==> src/rtl/lcd_rx_capture.sv <==
// lcd_rx_capture: receive side of a DE-mode RGB565 LCD link.
// Recovers pixel coordinates and frame boundaries from lcd_de alone and
// measures the active resolution of each completed frame.
//
// state   | meaning
// --------+------------------------------------------------------------
// WAIT_VB | after reset; input ignored until a full vertical gap is seen
// VBLANK  | in vertical blanking; next DE starts a new frame at (0,0)
// LINE    | inside an active line, one pixel per DE sample
// HBLANK  | between lines; DE starts the next row, long gap ends frame

module lcd_rx_capture #(
    parameter int VBLANK_MIN = 1500
) (
    input  logic        lcd_pclk,
    input  logic        rst_n,
    input  logic        lcd_de,
    input  logic [15:0] lcd_rgb,
    output logic        pix_valid,
    output logic [15:0] pix_data,
    output logic [10:0] pix_x,
    output logic [10:0] pix_y,
    output logic        frame_start,
    output logic        frame_done,
    output logic [10:0] meas_h_disp,
    output logic [10:0] meas_v_disp,
    output logic        meas_valid,
    output logic        frame_err
);

    localparam logic [10:0] GAP_MAX   = 11'(VBLANK_MIN);
    localparam logic [10:0] COORD_MAX = 11'd2047;

    typedef enum logic [1:0] {
        WAIT_VB = 2'd0,
        VBLANK  = 2'd1,
        LINE    = 2'd2,
        HBLANK  = 2'd3
    } state_t;

    state_t state;
    state_t state_next;

    logic [10:0] gap_cnt;
    logic        gap_reached;

    // x_cnt is one bit wider so a line that runs past column 2047 is visible
    logic [11:0] x_cnt;
    logic [10:0] y_cnt;
    logic [11:0] ref_width;
    logic        ref_set;
    logic        mismatch;

    logic        emit_first;
    logic        emit_next_line;
    logic        emit_pixel;
    logic        line_end;
    logic        frame_end;
    logic        emit_any;
    logic        x_ovf;
    logic        y_ovf;
    logic [10:0] x_now;
    logic [10:0] y_now;
    logic        size_unreportable;

    // The sample that brings the gap counter to VBLANK_MIN
    assign gap_reached = !lcd_de && (gap_cnt == GAP_MAX - 11'd1);

    // Count consecutive DE-low samples, saturating at VBLANK_MIN
    always_ff @(posedge lcd_pclk or negedge rst_n) begin
        if (!rst_n) begin
            gap_cnt <= '0;
        end else if (lcd_de) begin
            gap_cnt <= '0;
        end else if (gap_cnt != GAP_MAX) begin
            gap_cnt <= gap_cnt + 11'd1;
        end
    end

    // FSM state register
    always_ff @(posedge lcd_pclk or negedge rst_n) begin
        if (!rst_n) begin
            state <= WAIT_VB;
        end else begin
            state <= state_next;
        end
    end

    // Next-state decode and per-sample event strobes
    always_comb begin
        state_next     = state;
        emit_first     = 1'b0;
        emit_next_line = 1'b0;
        emit_pixel     = 1'b0;
        line_end       = 1'b0;
        frame_end      = 1'b0;
        case (state)
            WAIT_VB: begin
                if (gap_reached) begin
                    state_next = VBLANK;
                end
            end
            VBLANK: begin
                if (lcd_de) begin
                    state_next = LINE;
                    emit_first = 1'b1;
                end
            end
            LINE: begin
                if (lcd_de) begin
                    emit_pixel = 1'b1;
                end else begin
                    state_next = HBLANK;
                    line_end   = 1'b1;
                end
            end
            HBLANK: begin
                if (lcd_de) begin
                    state_next     = LINE;
                    emit_next_line = 1'b1;
                end else if (gap_reached) begin
                    state_next = VBLANK;
                    frame_end  = 1'b1;
                end
            end
            default: begin
                state_next = WAIT_VB;
            end
        endcase
    end

    assign emit_any = emit_first | emit_next_line | emit_pixel;
    assign x_ovf    = emit_pixel && x_cnt[11];
    assign y_ovf    = emit_next_line && (y_cnt == COORD_MAX);

    // Coordinates of the pixel sampled this cycle (saturating at 2047)
    always_comb begin
        x_now = '0;
        y_now = y_cnt;
        if (emit_pixel) begin
            x_now = x_cnt[11] ? COORD_MAX : x_cnt[10:0];
        end
        if (emit_first) begin
            y_now = '0;
        end else if (emit_next_line) begin
            y_now = y_ovf ? COORD_MAX : (y_cnt + 11'd1);
        end
    end

    // Registered pixel output stage, one cycle after the sample
    always_ff @(posedge lcd_pclk or negedge rst_n) begin
        if (!rst_n) begin
            pix_valid   <= 1'b0;
            pix_data    <= '0;
            pix_x       <= '0;
            pix_y       <= '0;
            frame_start <= 1'b0;
        end else begin
            pix_valid   <= emit_any;
            frame_start <= emit_first;
            if (emit_any) begin
                pix_data <= lcd_rgb;
                pix_x    <= x_now;
                pix_y    <= y_now;
            end
        end
    end

    // Line/row counters, reference width and per-frame mismatch tracking
    always_ff @(posedge lcd_pclk or negedge rst_n) begin
        if (!rst_n) begin
            x_cnt     <= '0;
            y_cnt     <= '0;
            ref_width <= '0;
            ref_set   <= 1'b0;
            mismatch  <= 1'b0;
        end else begin
            if (emit_first || emit_next_line) begin
                x_cnt <= 12'd1;
                y_cnt <= y_now;
            end else if (emit_pixel && !x_cnt[11]) begin
                x_cnt <= x_cnt + 12'd1;
            end

            if (emit_first) begin
                ref_set  <= 1'b0;
                mismatch <= 1'b0;
            end else begin
                if (x_ovf || y_ovf) begin
                    mismatch <= 1'b1;
                end
                if (line_end) begin
                    if (!ref_set) begin
                        ref_width <= x_cnt;
                        ref_set   <= 1'b1;
                    end else if (x_cnt != ref_width) begin
                        mismatch <= 1'b1;
                    end
                end
            end
        end
    end

    // A 2048-wide or 2048-tall frame cannot be reported on 11 bits;
    // flag it as an error instead of letting the measurement wrap to 0.
    assign size_unreportable = ref_width[11] || (y_cnt == COORD_MAX);

    // Frame completion pulse and resolution measurement update
    always_ff @(posedge lcd_pclk or negedge rst_n) begin
        if (!rst_n) begin
            frame_done  <= 1'b0;
            meas_h_disp <= '0;
            meas_v_disp <= '0;
            meas_valid  <= 1'b0;
            frame_err   <= 1'b0;
        end else begin
            frame_done <= frame_end;
            if (frame_end) begin
                if (mismatch || size_unreportable) begin
                    meas_valid <= 1'b0;
                    frame_err  <= 1'b1;
                end else begin
                    meas_h_disp <= ref_width[10:0];
                    meas_v_disp <= y_cnt + 11'd1;
                    meas_valid  <= 1'b1;
                    frame_err   <= 1'b0;
                end
            end
        end
    end

endmodule

==> config.mk <==
export PLATFORM = sky130hd
export DESIGN_NAME = lcd_rx_capture
export DESIGN_NICKNAME = d
export VERILOG_FILES = /design/src/rtl/lcd_rx_capture.sv
export SDC_FILE = /design/constraint.sdc
export NUM_CORES = 1
export LEC_CHECK = 0
export BUFFER_PORTS_ARGS = -buffer_cell sky130_fd_sc_hd__buf_2
export CORE_ASPECT_RATIO = 0.6
export CORE_MARGIN = 2
export CORE_UTILIZATION = 50
export CTS_CLUSTER_DIAMETER = 50
export CTS_CLUSTER_SIZE = 10
export DETAILED_ROUTE_END_ITERATION = 16
export GPL_ROUTABILITY_DRIVEN = 0
export PLACE_DENSITY_LB_ADDON = 0.15
export SLEW_MARGIN = 20
export SYNTH_ARGS = -nofsm -noshare
export SYNTH_HDL_FRONTEND = slang
export SYNTH_SLANG_ARGS = --single-unit
==> constraint.sdc <==
create_clock -name lcd_pclk -period 2.3 [get_ports lcd_pclk]
set_clock_uncertainty 0.2 [all_clocks]
set_input_delay 0.69 -clock lcd_pclk [delete_from_list [all_inputs] [get_ports lcd_pclk]]
set_output_delay 0.69 -clock lcd_pclk [all_outputs]
set_load 0.02 [all_outputs]
==> flow_metrics.tcl, run 1 <==
set metrics [dict create \
    synth_top_family_by_area "simple AND/OR/NAND/NOR gates" \
    chipWidth_microns 136 \
    worstPathCellList "ha_1 > and4bb_1 > nand4_2 > nor3_4 > buf_12 > mux2_1" \
    yosysWarnings 0 \
    cp-start-kind "flip-flop" \
    clk_path_buf_depth 2 \
    tns_ns 0 \
    yosys.area_share.adder_pct 0.963 \
    synth_cells 468 \
    yosys.area_share.simple_pct 14.5 \
    worst-path-buf-inv 1 \
    yosysTopAreaCellShare_pct 55.4 \
    fmax_mhz 471 \
    finalPower_uw 5850 \
    crit_type "reg2reg" \
    tightestPinTransition_ns 0.688 \
    cap_viol_max_count 0 \
    yosysUniqueCellTypes 52 \
    io_pins 84 \
    busiest_layer "met1" \
    cts_root_buf "clkbuf_16" \
    synth_ff_type "dfrtp_1" \
    portBuffers 83 \
    postCtsHoldBufs 0 \
    maxSlewHeadroom_pct 53.6 \
    grt_pass1_wl_mm 20.0 \
    cts_setup_buffers 0 \
    fillerInstances 781 \
    p_seq_share_pct 39.1 \
    dieArea_sq_um 11300 \
    diodes 0 \
    p_sw_share_pct 24.0 \
    synthTopCellsByCount "115 x dfrtp_1, 54 x nor2_1, 38 x nand2_1" \
    finalMaxSlewViolations 0 \
    finalHoldViolCount 0 \
    row_count 28 \
    ys_ff_latch 115 \
    switchingPower_uw 1400 \
    grt_use_total_pct 22.7 \
    overflow 0 \
    grt_util_met3_pct 6.11 \
    synth_compound_area_share_pct 8.42 \
    ys_seq_area_share_pct 55.4 \
    finalSetupViolCount 0 \
    netlist_area_sq_um 5200 \
    numCtsBuffers 17 \
    syn_to_final_growth_pct 25.8 \
    crit_slowest_cell "dfrtp_1" \
    end_kind "flip-flop" \
    die_h_microns 83.0 \
    cts.repair.resized 0 \
    htree_levels 4 \
    ant_nets 0 \
    synth.largest_area_cell "dfrtp_1" \
    p_per_area_nw_per_um2 894 \
    hold_path.class "in2async" \
    ir_drop_mv 0.563 \
    avgViaCountPerCell 5.41 \
    synthMuxAreaShare_pct 10.9 \
    status "finished, final reports clean" \
    internal-power_uw 4440 \
    wirelength_mm 11.9 \
    firstDrtPassIters 4 \
    synthArstFlopShare_pct 100 \
    cts_tree "yes" \
    met2_usage_pct 31.1 \
    vias 3864 \
    clk_latency_ns 0.41 \
    arrival_ns 2.20 \
    dp_hpwl_mm 8.18 \
    synth_area_leaders "dfrtp_1 55%, mux2_2 6.5%, nor2_1 3.9%" \
    routedWlPerCell_microns 16.7 \
    synth_xor_area_share_pct 5.90 \
    min_period_ns 2.12 \
    drive_gt1_share_pct 32.5 \
    preCtsSetupSlack_ns 0.0309 \
    cp_data_required_time_ns 2.38 \
    synth_edf_count 0 \
    fin_crit_sh_pct 92.2 \
    p_comb_share_pct 11.0 \
    cp_top_family "simple AND/OR/NAND/NOR gates" \
    postSynthAreaPerCell_sq_um 11.1 \
    drc_errors 0 \
    setup_ws_ns 0.179 \
    rsz0062_at_grt "false" \
    clk_pin_slew_ns 0.05 \
    critPathMaxFanout 14 \
    design.core.area_sq_um 9980 \
    initial_core_util_pct 52.1 \
    clkPwrFrac_pct 49.8 \
    yosysMostFrequentCell "dfrtp_1" \
    synth_nets 491 \
    grt_max_degree 46 \
    first_iter_violations 358 \
    p_leak_uw 0.00328 \
    antenna_found_initial 0 \
    max_stage_delay_ns 0.43 \
    final_net_count 590 \
    grtUsageMet1_pct 35.3 \
    grt_pass1_vias 3864 \
    cts_num_sinks 115 \
]
kinds of logic (layout without fill, tap and decap cells):
family,count (synthesis),count (layout)
and+or+nand+nor,154,154
DFF,115,115
adders and majority gates,4,4
xor gates and xnor gates,35,35
AOI/OAI and AO/OA,73,73
buffers and inverters,40,151
muxes,47,47
power by group through the flow:
stage | Combinational (uW) | Sequential, uW | Clock (uW)
5_1_grt | 714 | 2310 | 3040
4_1_cts | 648 | 2290 | 2940
2_1_floorplan | 318 | 2380 | 0
6_report | 644 | 2290 | 2910
3_5_place_dp | 641 | 2310 | 0
3_3_place_gp | 629 | 2310 | 0
routing by layer:
metal | up-vias | share of wire, %
li1 | 1809 | -
met1 | 1904 | 50
met2 | 134 | 42
met3 | 17 | 6.6
met4 | 0 | 1.0
met5 | - | 0
sequential cells by signal, indices dropped and copies added (netlist names), 2 cells and up:
register	cells
pix_data	16
ref_width	12
x_cnt	12
gap_cnt	11
meas_h_disp	11
meas_v_disp	11
pix_x	11
pix_y	11
y_cnt	11
state	2
stage by stage:
stage	cells	utilization (%)	hold slack [ns]	instance area (sq um)
2_1_floorplan	468	-	0.194	5200
3_3_place_gp	683	58.8	0.262	5880
3_5_place_dp	683	58.8	0.273	5880
4_1_cts	714	65.5	0.0218	6540
5_1_grt	714	65.5	0.0333	6540
6_report	714	65.5	0.0139	6540
placed cells by master (no fill, tap or decap), types with 2 or more instances in the layout:
cell type   Yosys  routed
dfrtp_1       115     115
buf_2           8      82
nor2_1         54      54
nand2_1        38      38
mux2_2         30      30
o21ai_0        26      26
a21oi_1        24      23
buf_4           1      22
xor2_1         21      21
nand3_1        17      17
clkbuf_16       0      17
xnor2_1        14      14
inv_1          10      10
mux2_4         10      10
and3_1          9       9
nor4_1          6       6
nand4_1         6       6
and2_1          5       5
mux2_1          5       5
nor3_1          5       5
bufinv_16       0       5
buf_12          0       5
a21o_1          4       4
ha_1            4       4
clkbuf_8        0       4
a211oi_1        3       3
nor2b_1         2       2
mux2i_1         2       2
a31oi_1         2       2
nand3b_1        2       2
o2111ai_1       2       2
or3_1           2       2
clkinvlp_4      0       2
clkinv_2        0       2
cell type report:
type / instances / area [sq um] / area share [%]
clock inverter: 9 / 175 / 2.68
sequential: 115 / 2880 / 44.0
tap: 135 / 169 / 2.58
multi-input combinational: 313 / 2120 / 32.4
clock buffer: 22 / 484 / 7.41
inverter: 11 / 41.3 / 0.631
timing repair buffer: 109 / 676 / 10.3
worst paths after layout:
kind                             from        endpoint  slack [ns]  cells after the start
max in group asynchronous       rst_n        pix_y[8]        1.30                      2
hold / removal                  rst_n        x_cnt[7]        0.01                      1
min in group lcd_pclk        pix_x[2]        pix_x[2]        0.29                      2
setup reg to reg           gap_cnt[0]  meas_h_disp[9]        0.18                      6
setup / recovery           gap_cnt[0]  meas_h_disp[9]        0.18                      6
hold reg to reg              pix_x[2]        pix_x[2]        0.29                      2
No activity file was read; power rests on OpenSTA's default activity.
==> run 2, diff against run 1 <==
--- a/config.mk
+++ b/config.mk
@@ -9,7 +9,8 @@
 export CORE_ASPECT_RATIO = 0.6
 export CORE_MARGIN = 2
 export CORE_UTILIZATION = 50
-export CTS_CLUSTER_DIAMETER = 50
+export CTS_BUF_LIST = sky130_fd_sc_hd__clkbuf_4
+export CTS_CLUSTER_DIAMETER = 120
 export CTS_CLUSTER_SIZE = 10
 export DETAILED_ROUTE_END_ITERATION = 16
 export GPL_ROUTABILITY_DRIVEN = 0
==> run 2 against run 1 <==
Against the previous run:
- sequential power is essentially flat
- count of clock-buffer cells in the layout is 4 lower
- die area unchanged
- clock power shrank 42%
- combinational power about the same
- fmax shrank 2.0%
- final cell count grew 0.14%
- non-clock buffer count up 1
- via count decreased by 0.10%
- worst setup slack lost 0.043 ns
- sequential cell count unchanged
- critical path type unchanged
==> flow_metrics.tcl, run 2 (synthesis gave the netlist of run 1 again) <==
set metrics [dict create \
    cts.repair.resized 0 \
    crit_slowest_cell "dfrtp_1" \
    preCtsSetupSlack_ns 0.0309 \
    io_pins 84 \
    wirelength_mm 11.5 \
    grt_max_degree 46 \
    arrival_ns 2.35 \
    max_flop_register "pix_data" \
    hold_path.class "in2reg" \
    worstPathCellList "ha_1 > and3_1 > buf_4 > nand2_1 > or2_2 > a21oi_1 > o31ai_1" \
    grt_use_total_pct 22.1 \
    tns_ns 0 \
    worst-path-buf-inv 1 \
    finalSetupViolCount 0 \
    min_period_ns 2.16 \
    avgViaCountPerCell 5.40 \
    die_h_microns 83.0 \
    fmax_mhz 462 \
    largest_reg_flops 16 \
    rsz0062_at_grt "false" \
    cp_data_required_time_ns 2.49 \
    syn_to_final_growth_pct 19.5 \
    min_to "pix_data[3]" \
    drive_gt1_share_pct 31.7 \
    p_per_area_nw_per_um2 744 \
    clk_latency_ns 0.51 \
    tightestPinTransition_ns 0.643 \
    drc_errors 0 \
    cts_num_sinks 115 \
    cts_root_buf "clkbuf_4" \
    crit_type "reg2reg" \
    dieArea_sq_um 11300 \
    final_common_cell "dfrtp_1" \
    regToRegSetupSlack_ns 0.14 \
    dp_hpwl_mm 8.18 \
    first_iter_violations 339 \
    ant_nets 0 \
    cap_viol_max_count 0 \
    numCtsBuffers 17 \
    r2r_cells 7 \
    clk_pin_slew_ns 0.10 \
    cp_top_family "simple AND/OR/NAND/NOR gates" \
    cts_tree "yes" \
    critPathMaxFanout 8 \
    vias 3860 \
    row_count 28 \
    regToRegStartpoint "y_cnt[1]" \
    reg.largest.list "pix_data (16), ref_width (12), x_cnt (12)" \
    end_kind "flip-flop" \
    finalHoldViolCount 0 \
    grt_pass1_wl_mm 19.5 \
    worstHoldPathCells 2 \
    routedWlPerCell_microns 16.1 \
    p_leak_uw 0.00314 \
    cp-start-kind "flip-flop" \
    diodes 0 \
    setup_ws_ns 0.136 \
    r2r-end "pix_y[6]" \
    clk_path_buf_depth 2 \
    antenna_found_initial 0 \
    final_cell_mix "115 x dfrtp_1, 82 x buf_2, 54 x nor2_1" \
    initial_core_util_pct 52.1 \
    design.core.area_sq_um 9980 \
    overflow 0 \
    firstDrtPassIters 5 \
    final_net_count 591 \
    grt_pass1_vias 3792 \
    hp-start "lcd_rgb[3]" \
    fin_crit_sh_pct 94.1 \
    ir_drop_mv 0.384 \
    portBuffers 83 \
    max_stage_delay_ns 0.41 \
    htree_levels 4 \
    maxSlewHeadroom_pct 56.7 \
    status "finished, final reports clean" \
    chipWidth_microns 136 \
    finalMaxSlewViolations 0 \
]
[run 2: changes by cell type in the layout (fill, tap and decap cells not counted)]
cell,before,now
clkbuf_4,0,18
clkbuf_16,17,0
clkbuf_8,4,0
clkinv_1,1,5
a21oi_1,23,24
a21oi_2,1,0
clkbuf_1,1,0
dlygate4sd3_1,0,1
[run 2: per-layer routing]
layer  GRT usage [%]  wire length (microns)  vias up
li1                -                      -     1820
met1            34.5                   5810     1873
met2            29.9                   4740      157
met3            6.47                    897       10
met4            5.68                     83        0
met5               0                      0        -
[run 2: worst register-to-register path: cells and delay by family (launching register included)]
family,cells,cell delay [ns]
buffers and inverters,1,0.17
flip-flops,1,0.41
AO/OA/AOI/OAI,2,0.40
adder cells (fa/ha/maj),1,0.25
AND/OR/NAND/NOR,3,0.62
[run 2: how the worst max path moves through the flow]
| stage | from | endpoint | cells after the start |
|---|---|---|---|
| after global placement | lcd_de | meas_h_disp[9] | 6 |
| after floorplan | lcd_de | meas_h_disp[0] | 6 |
| after CTS | gap_cnt[0] | meas_h_disp[9] | 6 |
| after detailed placement | lcd_de | meas_h_disp[9] | 6 |
| after global routing | y_cnt[1] | pix_y[6] | 7 |
| final | y_cnt[1] | pix_y[6] | 7 |
[run 2: what timing repair did]
| action | CTS | global route |
|---|---|---|
| hold buffers | 1 | 0 |
| endpoints found under the hold margin | 26 | 0 |
| buffers inserted | 0 | 0 |
[run 2: final cells by class]
type	instances	area [sq um]
Timing Repair Buffer	110	686
Fill cell	819	3770
Clock inverter	13	190
Tap cell	135	169
Clock buffer	18	135
Sequential cell	115	2880
Multi-Input combinational cell	313	2110
Inverter	11	41.3
[run 2: where the power goes]
group	leakage (uW)	switching (uW)	internal, uW
combinational	0.00145	384	257
sequential	0.00152	127	2150
clock	0.000168	741	960
total	0.00314	1250	3370
[run 2: per-stage QoR]
stage	total power, uW	utilization, %	std cells	hold WS (ns)	instance area (sq um)
2_1_floorplan	2700	-	468	0.194	5200
3_3_place_gp	2940	58.8	683	0.262	5880
3_5_place_dp	2960	58.8	683	0.273	5880
4_1_cts	4660	62.2	715	0.168	6210
5_1_grt	4830	62.2	715	0.165	6210
6_report	4620	62.2	715	0.205	6210
==> run 3, diff against run 2 <==
--- a/config.mk
+++ b/config.mk
@@ -6,11 +6,10 @@
 export NUM_CORES = 1
 export LEC_CHECK = 0
 export BUFFER_PORTS_ARGS = -buffer_cell sky130_fd_sc_hd__buf_2
-export CORE_ASPECT_RATIO = 0.6
 export CORE_MARGIN = 2
 export CORE_UTILIZATION = 50
 export CTS_BUF_LIST = sky130_fd_sc_hd__clkbuf_4
-export CTS_CLUSTER_DIAMETER = 120
+export CTS_CLUSTER_DIAMETER = 100
 export CTS_CLUSTER_SIZE = 10
 export DETAILED_ROUTE_END_ITERATION = 16
 export GPL_ROUTABILITY_DRIVEN = 0
==> run 3 against run 2 <==
Against the previous run:
- fmax rose by 2.2%
- count of clock-buffer cells in the layout fell by 1
- hold slack got worse by 0.19 ns
- core utilization fell by 2.6 points
- global-route usage fell by 1.2 points
- power fell by 7.9%
- non-clock buffer count fell by 1
- critical path depth fell by 1
- clock power fell by 19%
- cell area fell by 1.7%
==> flow_metrics.tcl, run 3 (synthesis gave the netlist of run 1 again) <==
set metrics [dict create \
    status "finished, final reports clean" \
    io_pins 84 \
    end_kind "flip-flop" \
    regToRegStartpoint "y_cnt[1]" \
    chipWidth_microns 106 \
    clk_path_buf_depth 2 \
    crit_cells 6 \
    htree_levels 4 \
    diodes 0 \
    avgViaCountPerCell 5.26 \
    overflow 0 \
    grt_pass1_vias 3760 \
    critPathMaxFanout 11 \
    final_cell_mix "115 x dfrtp_1, 82 x buf_2, 54 x nor2_1" \
    min_period_ns 2.12 \
    rsz0062_at_grt "false" \
    placed_area_sq_um 5840 \
    routedWlPerCell_microns 14.8 \
    clk_latency_ns 0.53 \
    crit_type "reg2reg" \
    final_net_count 590 \
    cp_data_required_time_ns 2.51 \
    wirelength_mm 10.6 \
    cap_viol_max_count 0 \
    postCtsHoldBufs 0 \
    firstDrtPassIters 4 \
    cts_num_sinks 115 \
    dp_hpwl_mm 7.40 \
    cts_root_buf "clkbuf_4" \
    maxSlewHeadroom_pct 59.0 \
    final_cell_area_sq_um 6100 \
    vias 3763 \
    finalSetupViolCount 0 \
    crit_slowest_cell "dfrtp_1" \
    finalMaxSlewViolations 0 \
    drc_errors 0 \
    hold_path.class "in2async" \
    finalHoldViolCount 0 \
    dieArea_sq_um 11200 \
    die_h_microns 106 \
    clk_pin_slew_ns 0.13 \
    register_area_sq_um 2880 \
    design.core.area_sq_um 10200 \
    p_leak_uw 0.00308 \
    grt_pass1_wl_mm 18.3 \
    ir_drop_mv 0.351 \
    tightestPinTransition_ns 0.615 \
    first_iter_violations 146 \
    post-route-util_pct 59.7 \
    drive_gt1_share_pct 32.6 \
    regToRegSetupSlack_ns 0.18 \
    initial_core_util_pct 50.8 \
    max_stage_delay_ns 0.43 \
    largest_reg_flops 16 \
    cts_setup_buffers 0 \
    cts_tree "yes" \
    ant_nets 0 \
    worst-path-buf-inv 1 \
    cts.repair.resized 0 \
    numCtsBuffers 17 \
    grt_use_total_pct 20.9 \
    row_count 37 \
    reg.largest.list "pix_data (16), ref_width (12), x_cnt (12)" \
    arrival_ns 2.32 \
    r2r_cells 6 \
    finalPower_uw 4260 \
    portBuffers 83 \
    worstPathCellList "ha_1 > and3_1 > and3_4 > nor3_4 > buf_12 > mux2_1" \
    p_per_area_nw_per_um2 698 \
    fillerInstances 911 \
    r2r-end "meas_h_disp[9]" \
    multi_input_area_sq_um 2110 \
    fin_crit_sh_pct 92.1 \
    syn_to_final_growth_pct 17.4 \
    tns_ns 0 \
    antenna_found_initial 0 \
    max_flop_register "pix_data" \
    cp-start-kind "flip-flop" \
    final_common_cell "dfrtp_1" \
    crit_end "meas_h_disp[9]" \
    critPathLaunch "y_cnt[1]" \
    grt_max_degree 116 \
    fmax_mhz 472 \
    cp_top_family "simple AND/OR/NAND/NOR gates" \
]
[run 3: cell types whose count changed in the layout (fill, tap and decap cells not counted), sizes merged]
cell / previous run / this run
bufinv: 5 / 1
clkinv: 7 / 9
clkinvlp: 2 / 4
inv: 10 / 12
clkbuf: 18 / 17
dlygate4sd3: 1 / 0
[run 3: worst min-delay path by stage]
stage / depth (start not counted) / end / start
5_1_grt: 2 / meas_v_disp[10] / rst_n
6_report: 2 / meas_v_disp[0] / rst_n
3_3_place_gp: 2 / pix_x[4] / pix_x[4]
3_5_place_dp: 2 / pix_x[2] / pix_x[2]
4_1_cts: 2 / meas_v_disp[0] / rst_n
2_1_floorplan: 0 / frame_done / rst_n
[run 3: per-stage QoR]
stage	instances	setup WS (ns)	hold WS, ns
3_5_place_dp	684	0.00314	0.273
6_report	716	0.181	0.0178
4_1_cts	716	0.155	0.0243
2_1_floorplan	468	0.0651	0.194
5_1_grt	716	0.0274	0.0564
3_3_place_gp	684	0.0242	0.265
[run 3: layer usage]
layer | track usage [%] | wire [microns] | vias up
met1 | 28.8 | 4890 | 1822
met5 | 0 | 0 | -
met2 | 31.9 | 4950 | 107
li1 | - | - | 1815
met4 | 8.55 | 199 | 0
met3 | 5.15 | 564 | 19
[run 3: area by class of cell]
type,count,area share [%]
Tap cell,136,2.79
Inverter,11,0.677
Clock buffer,17,2.09
Sequential cell,115,47.2
Timing Repair Buffer,109,10.5
Multi-Input combinational cell,313,34.6
Clock inverter,15,2.23
[run 3: where the power goes]
group          switching (uW)  internal [uW]  leakage [uW]
Sequential                135           2150       0.00152
Clock                     829            541      0.000134
Combinational             356            243       0.00143
Total                    1320           2940       0.00308
[run 3: worst reg2reg max path, delay by kind of cell (launching register included)]
family | cells | cell delay (ns)
fa+ha+maj | 1 | 0.25
mux | 1 | 0.33
simple gates | 3 | 0.62
buf+inv | 1 | 0.18
flops | 1 | 0.43
